==> src/rtl/icache_controller_pkg.sv <==
// Shared types and field positions for the direct-mapped instruction cache.
package icache_controller_pkg;

  typedef enum logic [1:0] {
    IDLE     = 2'd0,
    MEM_READ = 2'd1,
    UPDATE   = 2'd2
  } state_t;

  localparam int unsigned WORD_W     = 32;
  localparam int unsigned BLOCK_W    = 128;
  localparam int unsigned OFFSET_LSB = 2;
  localparam int unsigned OFFSET_W   = 2;
  localparam int unsigned INDEX_LSB  = 4;
  localparam int unsigned COUNT_W    = 16;

  // Word k of a block occupies bits [32k+31:32k].
  function automatic logic [WORD_W-1:0] select_word(input logic [BLOCK_W-1:0] blk,
                                                    input logic [OFFSET_W-1:0] off);
    return blk[WORD_W*off +: WORD_W];
  endfunction

endpackage

==> src/rtl/icache_controller_if.sv <==
// CPU fetch and instruction-memory signals seen by the cache.
interface icache_controller_if #(
  parameter int unsigned ADDR_W     = 32,
  parameter int unsigned MEM_ADDR_W = 28
);
  logic                  cpu_read;
  logic [ADDR_W-1:0]     cpu_address;
  logic [31:0]           cpu_instruction;
  logic                  cpu_busywait;
  logic                  mem_read;
  logic [MEM_ADDR_W-1:0] mem_address;
  logic [127:0]          mem_readdata;
  logic                  mem_busywait;

  // Cache side.
  modport slave (
    input  cpu_read, cpu_address, mem_readdata, mem_busywait,
    output cpu_instruction, cpu_busywait, mem_read, mem_address
  );

  // CPU / memory side.
  modport master (
    output cpu_read, cpu_address, mem_readdata, mem_busywait,
    input  cpu_instruction, cpu_busywait, mem_read, mem_address
  );
endinterface

==> src/rtl/icache_controller_block_store.sv <==
// Valid/tag/data storage with one fill write port and a combinational lookup.
module icache_block_store
  import icache_controller_pkg::*;
#(
  parameter int unsigned INDEX_W = 3,
  parameter int unsigned TAG_W   = 25
) (
  input  logic                 clock,
  input  logic                 reset_n,
  input  logic [INDEX_W-1:0]   rd_index,
  input  logic [TAG_W-1:0]     rd_tag,
  input  logic [OFFSET_W-1:0]  rd_offset,
  output logic                 rd_match,
  output logic [WORD_W-1:0]    rd_word,
  input  logic                 wr_en,
  input  logic [INDEX_W-1:0]   wr_index,
  input  logic [TAG_W-1:0]     wr_tag,
  input  logic [BLOCK_W-1:0]   wr_data
);
  localparam int unsigned NUM_SETS = 2 ** INDEX_W;

  logic [NUM_SETS-1:0] valid;
  logic [TAG_W-1:0]    tag_array  [NUM_SETS];
  logic [BLOCK_W-1:0]  data_array [NUM_SETS];

  // Valid bits clear on reset and are set when a line is installed.
  always_ff @(posedge clock or negedge reset_n) begin
    if (!reset_n) begin
      valid <= '0;
    end else if (wr_en) begin
      valid[wr_index] <= 1'b1;
    end
  end

  // Tag and data arrays are not reset; valid guards them.
  always_ff @(posedge clock) begin
    if (wr_en) begin
      tag_array[wr_index]  <= wr_tag;
      data_array[wr_index] <= wr_data;
    end
  end

  // Lookup: tag compare and word select for the presented address.
  always_comb begin
    rd_match = valid[rd_index] && (tag_array[rd_index] == rd_tag);
    rd_word  = select_word(data_array[rd_index], rd_offset);
  end

endmodule

==> src/rtl/icache_controller.sv <==
// Direct-mapped instruction cache with a blocking miss-fill FSM.
module icache_controller
  import icache_controller_pkg::*;
#(
  parameter int unsigned INDEX_W    = 3,
  parameter int unsigned ADDR_W     = 32,
  parameter int unsigned MEM_ADDR_W = 28
) (
  input  logic                clock,
  input  logic                reset_n,
  icache_controller_if.slave  bus,
  output logic [COUNT_W-1:0]  miss_count
);
  localparam int unsigned TAG_LSB = INDEX_LSB + INDEX_W;
  localparam int unsigned TAG_W   = ADDR_W - TAG_LSB;

  state_t state, next_state;

  logic [OFFSET_W-1:0] cpu_offset;
  logic [INDEX_W-1:0]  cpu_index, fill_index;
  logic [TAG_W-1:0]    cpu_tag, fill_tag;
  logic [BLOCK_W-1:0]  fill_data;
  logic [WORD_W-1:0]   store_word;
  logic [COUNT_W-1:0]  count_q;
  logic match, hit, seen_busy, start_fill, fill_done, fill_we;

  assign cpu_offset = bus.cpu_address[OFFSET_LSB +: OFFSET_W];
  assign cpu_index  = bus.cpu_address[INDEX_LSB +: INDEX_W];
  assign cpu_tag    = bus.cpu_address[ADDR_W-1:TAG_LSB];
  assign miss_count = count_q;

  icache_block_store #(
    .INDEX_W (INDEX_W),
    .TAG_W   (TAG_W)
  ) u_store (
    .clock     (clock),
    .reset_n   (reset_n),
    .rd_index  (cpu_index),
    .rd_tag    (cpu_tag),
    .rd_offset (cpu_offset),
    .rd_match  (match),
    .rd_word   (store_word),
    .wr_en     (fill_we),
    .wr_index  (fill_index),
    .wr_tag    (fill_tag),
    .wr_data   (fill_data)
  );

  // State register.
  always_ff @(posedge clock or negedge reset_n) begin
    if (!reset_n) state <= IDLE;
    else          state <= next_state;
  end

  // Next-state: fill runs to completion regardless of what the CPU does.
  always_comb begin
    next_state = state;
    case (state)
      IDLE:     if (start_fill) next_state = MEM_READ;
      MEM_READ: if (fill_done)  next_state = UPDATE;
      UPDATE:   next_state = IDLE;
      default:  next_state = IDLE;
    endcase
  end

  // Outputs: hit only resolves in IDLE; stall is forced low during reset.
  always_comb begin
    hit                 = bus.cpu_read && match && (state == IDLE);
    start_fill          = (state == IDLE) && bus.cpu_read && !match;
    fill_done           = (state == MEM_READ) && seen_busy && !bus.mem_busywait;
    fill_we             = (state == UPDATE);
    bus.cpu_busywait    = reset_n && bus.cpu_read && !hit;
    bus.cpu_instruction = hit ? store_word : '0;
  end

  // Registered memory request, miss latches, busy tracking and fill counter.
  always_ff @(posedge clock or negedge reset_n) begin
    if (!reset_n) begin
      bus.mem_read    <= 1'b0;
      bus.mem_address <= '0;
      fill_index      <= '0;
      fill_tag        <= '0;
      fill_data       <= '0;
      seen_busy       <= 1'b0;
      count_q         <= '0;
    end else begin
      bus.mem_read <= (next_state == MEM_READ);
      if (start_fill) begin
        bus.mem_address <= bus.cpu_address[ADDR_W-1:INDEX_LSB];
        fill_index      <= cpu_index;
        fill_tag        <= cpu_tag;
        seen_busy       <= 1'b0;
      end else if ((state == MEM_READ) && bus.mem_busywait) begin
        seen_busy <= 1'b1;
      end
      if (fill_done) fill_data <= bus.mem_readdata;
      if (fill_we && (count_q != '1)) count_q <= count_q + 1'b1;
    end
  end

endmodule

==> src/flat_wrapper.sv <==
// flat-port wrapper written by rule: the top's interface ports become plain ports
module icache_controller_flat import icache_controller_pkg::*;
#(
  parameter int unsigned INDEX_W    = 3,
  parameter int unsigned ADDR_W     = 32,
  parameter int unsigned MEM_ADDR_W = 28
)
  (clock, reset_n, miss_count, bus_cpu_read, bus_cpu_address, bus_mem_readdata, bus_mem_busywait, bus_cpu_instruction, bus_cpu_busywait, bus_mem_read, bus_mem_address);
  icache_controller_if #(.ADDR_W(ADDR_W), .MEM_ADDR_W(MEM_ADDR_W)) bus_i ();
  input  logic clock;
  input  logic reset_n;
  output logic [COUNT_W-1:0] miss_count;
  input wire logic [$bits(bus_i.cpu_read)-1:0] bus_cpu_read;
  input wire logic [$bits(bus_i.cpu_address)-1:0] bus_cpu_address;
  input wire logic [$bits(bus_i.mem_readdata)-1:0] bus_mem_readdata;
  input wire logic [$bits(bus_i.mem_busywait)-1:0] bus_mem_busywait;
  output wire logic [$bits(bus_i.cpu_instruction)-1:0] bus_cpu_instruction;
  output wire logic [$bits(bus_i.cpu_busywait)-1:0] bus_cpu_busywait;
  output wire logic [$bits(bus_i.mem_read)-1:0] bus_mem_read;
  output wire logic [$bits(bus_i.mem_address)-1:0] bus_mem_address;
  assign bus_i.cpu_read = bus_cpu_read;
  assign bus_i.cpu_address = bus_cpu_address;
  assign bus_i.mem_readdata = bus_mem_readdata;
  assign bus_i.mem_busywait = bus_mem_busywait;
  assign bus_cpu_instruction = bus_i.cpu_instruction;
  assign bus_cpu_busywait = bus_i.cpu_busywait;
  assign bus_mem_read = bus_i.mem_read;
  assign bus_mem_address = bus_i.mem_address;
  icache_controller #(.INDEX_W(INDEX_W), .ADDR_W(ADDR_W), .MEM_ADDR_W(MEM_ADDR_W)) u_core (.clock(clock), .reset_n(reset_n), .bus(bus_i), .miss_count(miss_count));
endmodule
==> config.mk <==
export PLATFORM = sky130hd
export DESIGN_NAME = icache_controller_flat
export DESIGN_NICKNAME = d
export VERILOG_FILES = /design/src/rtl/icache_controller_pkg.sv /design/src/rtl/icache_controller_if.sv /design/src/rtl/icache_controller_block_store.sv /design/src/rtl/icache_controller.sv /design/src/flat_wrapper.sv
export SDC_FILE = /design/constraint.sdc
export NUM_CORES = 1
export LEC_CHECK = 0
export ABC_CLOCK_PERIOD_IN_PS = 13200
export CAP_MARGIN = 15
export CORE_MARGIN = 2
export CORE_UTILIZATION = 39
export DETAILED_ROUTE_END_ITERATION = 16
export MAX_ROUTING_LAYER = met4
export PLACE_DENSITY_LB_ADDON = 0.12
export REMOVE_ABC_BUFFERS = 1
export SYNTH_ARGS = -nofsm -noshare
export SYNTH_HDL_FRONTEND = slang
export SYNTH_HIERARCHICAL = 1
export SYNTH_SLANG_ARGS = --single-unit
==> constraint.sdc <==
create_clock -name clock -period 13.2 [get_ports clock]
set_clock_uncertainty 0.05 [all_clocks]
set_input_delay 3.3 -clock clock [delete_from_list [all_inputs] [get_ports clock]]
set_output_delay 3.3 -clock clock [all_outputs]
set_load 0.005 [all_outputs]
* After elaboration in Yosys (flattened, before gate mapping)
Memories as Yosys holds them, arrays and structs flattened. Cells that the tools add are included.
Cells by class: $add $sub $neg 1, order comparisons 3, equality and inequality tests 5, shifts and indexed selects 1, multiplexer cells 12, bitwise operators 1, reductions and logical operators 17
Operator list (count):
- $shiftx A128 B8 Y32 | 1
- $mux W32 | 1
- $eq A25 B25 Y1 | 1
- $add A16 B1 Y16 const B | 1
- $ne A16 B16 Y1 const B | 1
- $logic_and A1 B1 Y1 | 12
- $lt A3 B4 Y1 const B | 2
- $or A8 B8 Y8 | 1
- $mux W1 | 6
- $eq A2 B1 Y1 const B | 2
- $mux W2 | 2
- $pmux W2 S2 | 1
- $bmux W1 S3 | 1
- $demux W1 S3 | 1
- $ge A3 B1 Y1 const B | 1
- $logic_not A1 Y1 | 3
- $eq A2 B2 Y1 const B | 1
- $logic_not A2 Y1 | 1
- $reduce_bool A2 Y1 | 1
Word-level totals: register bits after elaboration 212, memory bits (writable) 1224, input port bits 164, output and inout port bits 78, word-level logic and storage cells 51, memories 2
Memory list:
- u_core.u_store.data_array | words 8, width 128, read ports 1, clocked after Yosys merged registers in 0, write ports 1, line icache_controller_block_store.sv:24 | logic [BLOCK_W-1:0] data_array [NUM_SETS];
- u_core.u_store.tag_array | words 8, width 25, read ports 1, clocked after Yosys merged registers in 0, write ports 1, line icache_controller_block_store.sv:23 | logic [TAG_W-1:0] tag_array [NUM_SETS];

* Depth between registers and ports, before layout
depth after elaboration 8, gate-level depth with buffers 12, depth with buffers taken out 8

* Modules after synthesis
The synthesis kept the hierarchy.
By module, submodules not included:
- icache_block_store | times used 1, cells an instance 1870, area an instance 46887.5 um2, sequential area each 36955.4 um2
- icache_controller | times used 1, cells an instance 447, area an instance 7487.2 um2, sequential area each 4404.2 um2

* Worst setup path after synthesis
Ideal clock, no wire load.
path kind register to register, start reg u_core.state[0], end reg u_core.u_store.valid[0], library setup time 0.131 ns, data arrival time 12.123 ns, data required time 13.019 ns, path slack 0.896 ns, stages on the path, launching flop included 6, path buffers 0, clock period less this slack 12.304 ns, path through dfrtp_1 -> nand2b_2 -> inv_1 -> nand2b_1 -> nor3_1 -> or2_2
Between the ends: cells in the longest elaborated chain, start to end 1
RTL lines:
- from (decl) | line icache_controller.sv:17 | state_t state, next_state;
- from (signal assigned) | line icache_controller.sv:52 | else state <= next_state;
- $eq A2 B2 Y1 | line icache_controller.sv:71 | fill_we = (state == UPDATE);
- via u_core.fill_we | line icache_controller.sv:25 | logic match, hit, seen_busy, start_fill, fill_done, fill_we;
- to (signal assigned) | line icache_controller_block_store.sv:29 | valid <= '0;
- to (signal, indexed assignment) | line icache_controller_block_store.sv:31 | valid[wr_index] <= 1'b1;
- to (decl) | line icache_controller_block_store.sv:22 | logic [NUM_SETS-1:0] valid;
The timed path passes the listed nets, and every way through them passes these cells. A chain may end at the register's enable or synchronous reset.

* Worst setup path after layout
start in bus_cpu_address[6], end out bus_cpu_instruction[25]
Between the ends: cells in the longest elaborated chain, start to end 6, elaborated cells between the ends (all ways) 10, those cells by class eq/ne (1); shift (1); mux (3); reduce/logical (3); memory (2)
RTL lines:
- from (decl) | line flat_wrapper.sv:14 | input wire logic [$bits(bus_i.cpu_address)-1:0] bus_cpu_address;
- $mem_v2 Z8 W25 / $bmux W1 S3 (equally long branches)
- $eq A25 B25 Y1 / $mux W1 (equally long branches) | line icache_controller_block_store.sv:45 | rd_match = valid[rd_index] && (tag_array[rd_index] == rd_tag);
- $logic_and A1 B1 Y1 * | line icache_controller_block_store.sv:45
- via u_core.match | line icache_controller.sv:25
- $logic_and A1 B1 Y1 * (2 in a row) | line icache_controller.sv:68 | hit = bus.cpu_read && match && (state == IDLE);
- $mux W32 * | line icache_controller.sv:73 | bus.cpu_instruction = hit ? store_word : '0;
- to (decl) | line flat_wrapper.sv:17 | output wire logic [$bits(bus_i.cpu_instruction)-1:0] bus_cpu_instruction;
The timed path passes the listed nets; every way through them passes the cells marked *. The select of a mux whose other input is x is not followed.

==> reports/results.tsv <==
stage	metric	value	unit
status	status	completed	
setup_path	cp_top_family	buffers and inverters	
finish	area.sequential	41360	sq um
timing	finalWorstSetupSlack	1.896	ns
place	gp_congestion	0.7110	
yosys	yosysWarnings	6	
yosys	synthFlopType	edfxtp_1	
setup_path	critPathMaxFanout	41	
place	place_ws	1.672	ns
place	portBuffers	239	
finish	fillers	11610	
yosys	netlist_top_cells_area	edfxtp_1 (68%), mux4_2 (14%), dfrtp_1 (8.5%), mux2_4 (2.8%), mux2_2 (1.8%)	
global_route	grt_use_total	0.1801	
setup_path	worst-path-buf-inv	4	
timing	min_period	11.30	ns
drt	first_iter_violations	1733	
setup_path	critical_path_class	primary input to primary output	
yosys	async_flop_share	0.1307	
timing	fmax	0.08846	GHz
clock_tree	cts_resized	0	
yosys	synth_cell_types	45	
clock_tree	path_clk_slew	0.06	ns
clock_tree	clock_latency	0.76	ns
global_route	grt_max_degree	133	
die	core	139000	sq um
finish	area_growth	17.25	%
timing	slew_violations	0	
timing	rsz0062_at_grt	no	
setup_path	critPathRequiredTime	9.85	ns
timing	tightest_slew	1.164	ns
drt	drt_wl_total	122900	um
job	drv_cap	0	
drt	drc	0	
pwr	combPwrFrac	0.097	
yosys	synth_area	54370	sq um
clock_tree	htreeDepth	4	
die	die_w	377.4	um
setup_path	crit_path_start_kind	primary input	
drt	wl_per_cell	26.48	um
die	ios	242	
pwr	switching_share	0.2359	
yosys	synthCells	2317	
die	dieHeight	377.4	um
clock_tree	cts-root-buf	clkbuf_16	
pwr	p_seq_frac	0.554	
finish	finalNetCount	2801	
yosys	avgSynthCellArea	23.47	sq um
setup_path	worst_path_max_delay_cell	and4bb_2	
pwr	clkPwrFrac	0.349	
yosys	synth_edf_count	1224	
yosys	synth_seq_cells	1408	
setup_path	cp-end-kind	primary output	
drt	viasPerCell	5.238	
yosys	synth_top_area_share	0.6760	
timing	relSlewSlack	0.2240	
drt	postRouteAntennaNets	0	
worst_hold_path	hp-class	flip-flop to flip-flop	
pwr	p_leak	20.90	nW
pwr	power-per-cell-area	181.9	nW/um^2
setup_path	rrSetupSlack	9.51	ns
yosys	yosys.area.top_type	edfxtp_1	
clock_tree	cts_tree	built	
die	rows	137	
finish	final_layout_size_suffix_gt1_frac	0.2972	
timing	setup_viol	0	
clock_tree	cts_sinks	1408	
timing	hold_viol	0	
timing	post-route-period-util	0.8564	
global_route	grt_pass1_vias	26500	
clock_tree	post_cts_buffers	0	
die	die_area	142400	sq um
global_route	overflow	0	
pwr	p_int	8.864	mW
yosys	yosysSeqAreaShare	0.7606	
finish	utilization	0.4586	
timing	hold_slack	0.4137	ns
setup_path	path_cells	buf_6, buf_4, nand2_1, o22ai_1, a221oi_1, xnor2_1, nand4_1, nor4_2, and4bb_2, buf_12, and2_1, clkdlybuf4s50_1	
timing	tns	0	ns
drt	via_count	24320	
global_route	grt_pass1_wl	179900	um
pwr	p_switching	2.736	mW
clock_tree	cts_buffer_depth	3	
die	start_util	0.3911	
setup_path	cp.arrival	7.95	ns
setup_path	critPathMaxStageDelay	0.81	ns
pwr	peakVddDrop	0.1250	mV
drt	drt_pass1_iterations	4	
clock_tree	cts_made_buffers	152	
finish	multi_input_area	12350	sq um
pwr	power.total	11.60	mW
clock_tree	postCtsHoldBufs	0	
global_route	antenna_found_initial	8	
place	place_hpwl	62230	um
cells by family (layout without fill, tap and decap cells):
group	after synthesis	in the layout	share of synthesized area
xor gates and xnor gates	31	31	0.004993
other	0	5	0
buffers and inverters	118	563	0.01337
adders and majority gates	1	1	0.0002301
and+or+nand+nor	121	121	0.01348
DFF	1408	1408	0.7606
muxes	597	597	0.2016
AOI/OAI and AO/OA	41	41	0.005661
power groups by stage:
stage	Combinational, mW	Clock, mW	Sequential, mW
3_5_place_dp	1.15	0	6.53
2_1_floorplan	0.732	0	6.31
6_report	1.13	4.05	6.42
3_3_place_gp	1.14	0	6.44
5_1_grt	1.21	4.36	6.53
4_1_cts	1.15	4.18	6.44
synth_stat cells, types with 2 or more instances:
cell,instances
nand4_1,10
a221oi_1,3
mux2_4,100
or2_2,8
mux2_2,85
a21oi_1,8
buf_2,42
nand2_1,13
edfxtp_1,1224
nor2b_1,3
clkbuf_1,48
nor2_1,12
xnor2_1,23
buf_4,6
o22ai_1,3
o22a_1,4
nand2b_1,7
dfrtp_1,184
mux2i_1,52
mux2_1,11
a31o_2,2
nand3_1,4
buf_12,11
a22oi_1,16
buf_1,4
and3_1,11
and4_1,5
inv_1,3
and2_1,36
buf_6,4
mux4_2,349
nor3_1,4
xor2_1,8
nor4_1,3
metrics by stage:
step                      area [sq um]  instances
after floorplan                  53660       2202
after global placement           58910       4357
after detailed placement         58910       4357
after CTS                        63710       4637
after global routing             63750       4643
final                            63750       4643
sequential cells by signal (all words and copies together), names as in the netlist:
name / flops
u_core/u_store/tag_array: 200
u_core/fill_data: 128
u_core/state: 2
u_core/miss_count: 16
u_core/seen_busy: 1
u_core/bus.mem_read: 1
u_core/bus.mem_address: 28
u_core/u_store/valid: 8
u_core/u_store/data_array: 1024
metal layers:
layer  global-route usage  up-vias  part of all wire
met3              0.03364      179             0.043
met1               0.2311    13270              0.43
met5                    -        -                 0
met4              0.04966        0             0.019
li1                     -    10390                 -
met2               0.2950      484              0.51
cell usage in the layout (no fill, tap or decap), types with 7 or more instances in the layout:
cell type / count
clkbuf_1: 47
dfrtp_1: 184
a22oi_1: 16
clkbuf_16: 157
xnor2_1: 23
mux2_4: 100
clkinv_1: 17
inv_6: 7
or2_2: 8
mux2_1: 11
buf_4: 30
mux4_2: 349
and2_1: 36
nand4_1: 10
a21oi_1: 8
edfxtp_1: 1224
and3_1: 11
buf_12: 11
nand2b_1: 7
mux2_2: 85
mux2i_1: 52
clkdlybuf4s50_1: 233
clkinv_2: 22
nand2_1: 13
clkbuf_8: 17
xor2_1: 8
area by class of cell:
class	count	area share
clock inverter	59	0.007320
timing repair buffer	280	0.04496
sequential	1408	0.6487
antenna	5	0.0001963
inverter	3	0.0001766
multi-input combinational	791	0.1937
clock buffer	221	0.06806
tap	1876	0.03682
path summary, 6_finish.rpt:
| path | from | end | depth (start not counted) |
|---|---|---|---|
| min in group asynchronous | reset_n | u_core/bus.mem_address[17] | 1 |
| setup / recovery | bus_cpu_address[6] | bus_cpu_instruction[25] | 12 |
| setup reg to reg | u_core/state[0] | u_core/u_store/tag_array[6][7] | 6 |
| max in group asynchronous | reset_n | u_core/fill_data[24] | 3 |
| hold / removal | u_core/u_store/valid[6] | u_core/u_store/valid[6] | 1 |
| hold reg to reg | u_core/u_store/valid[6] | u_core/u_store/valid[6] | 1 |
Power figures use the tool's default switching activity.
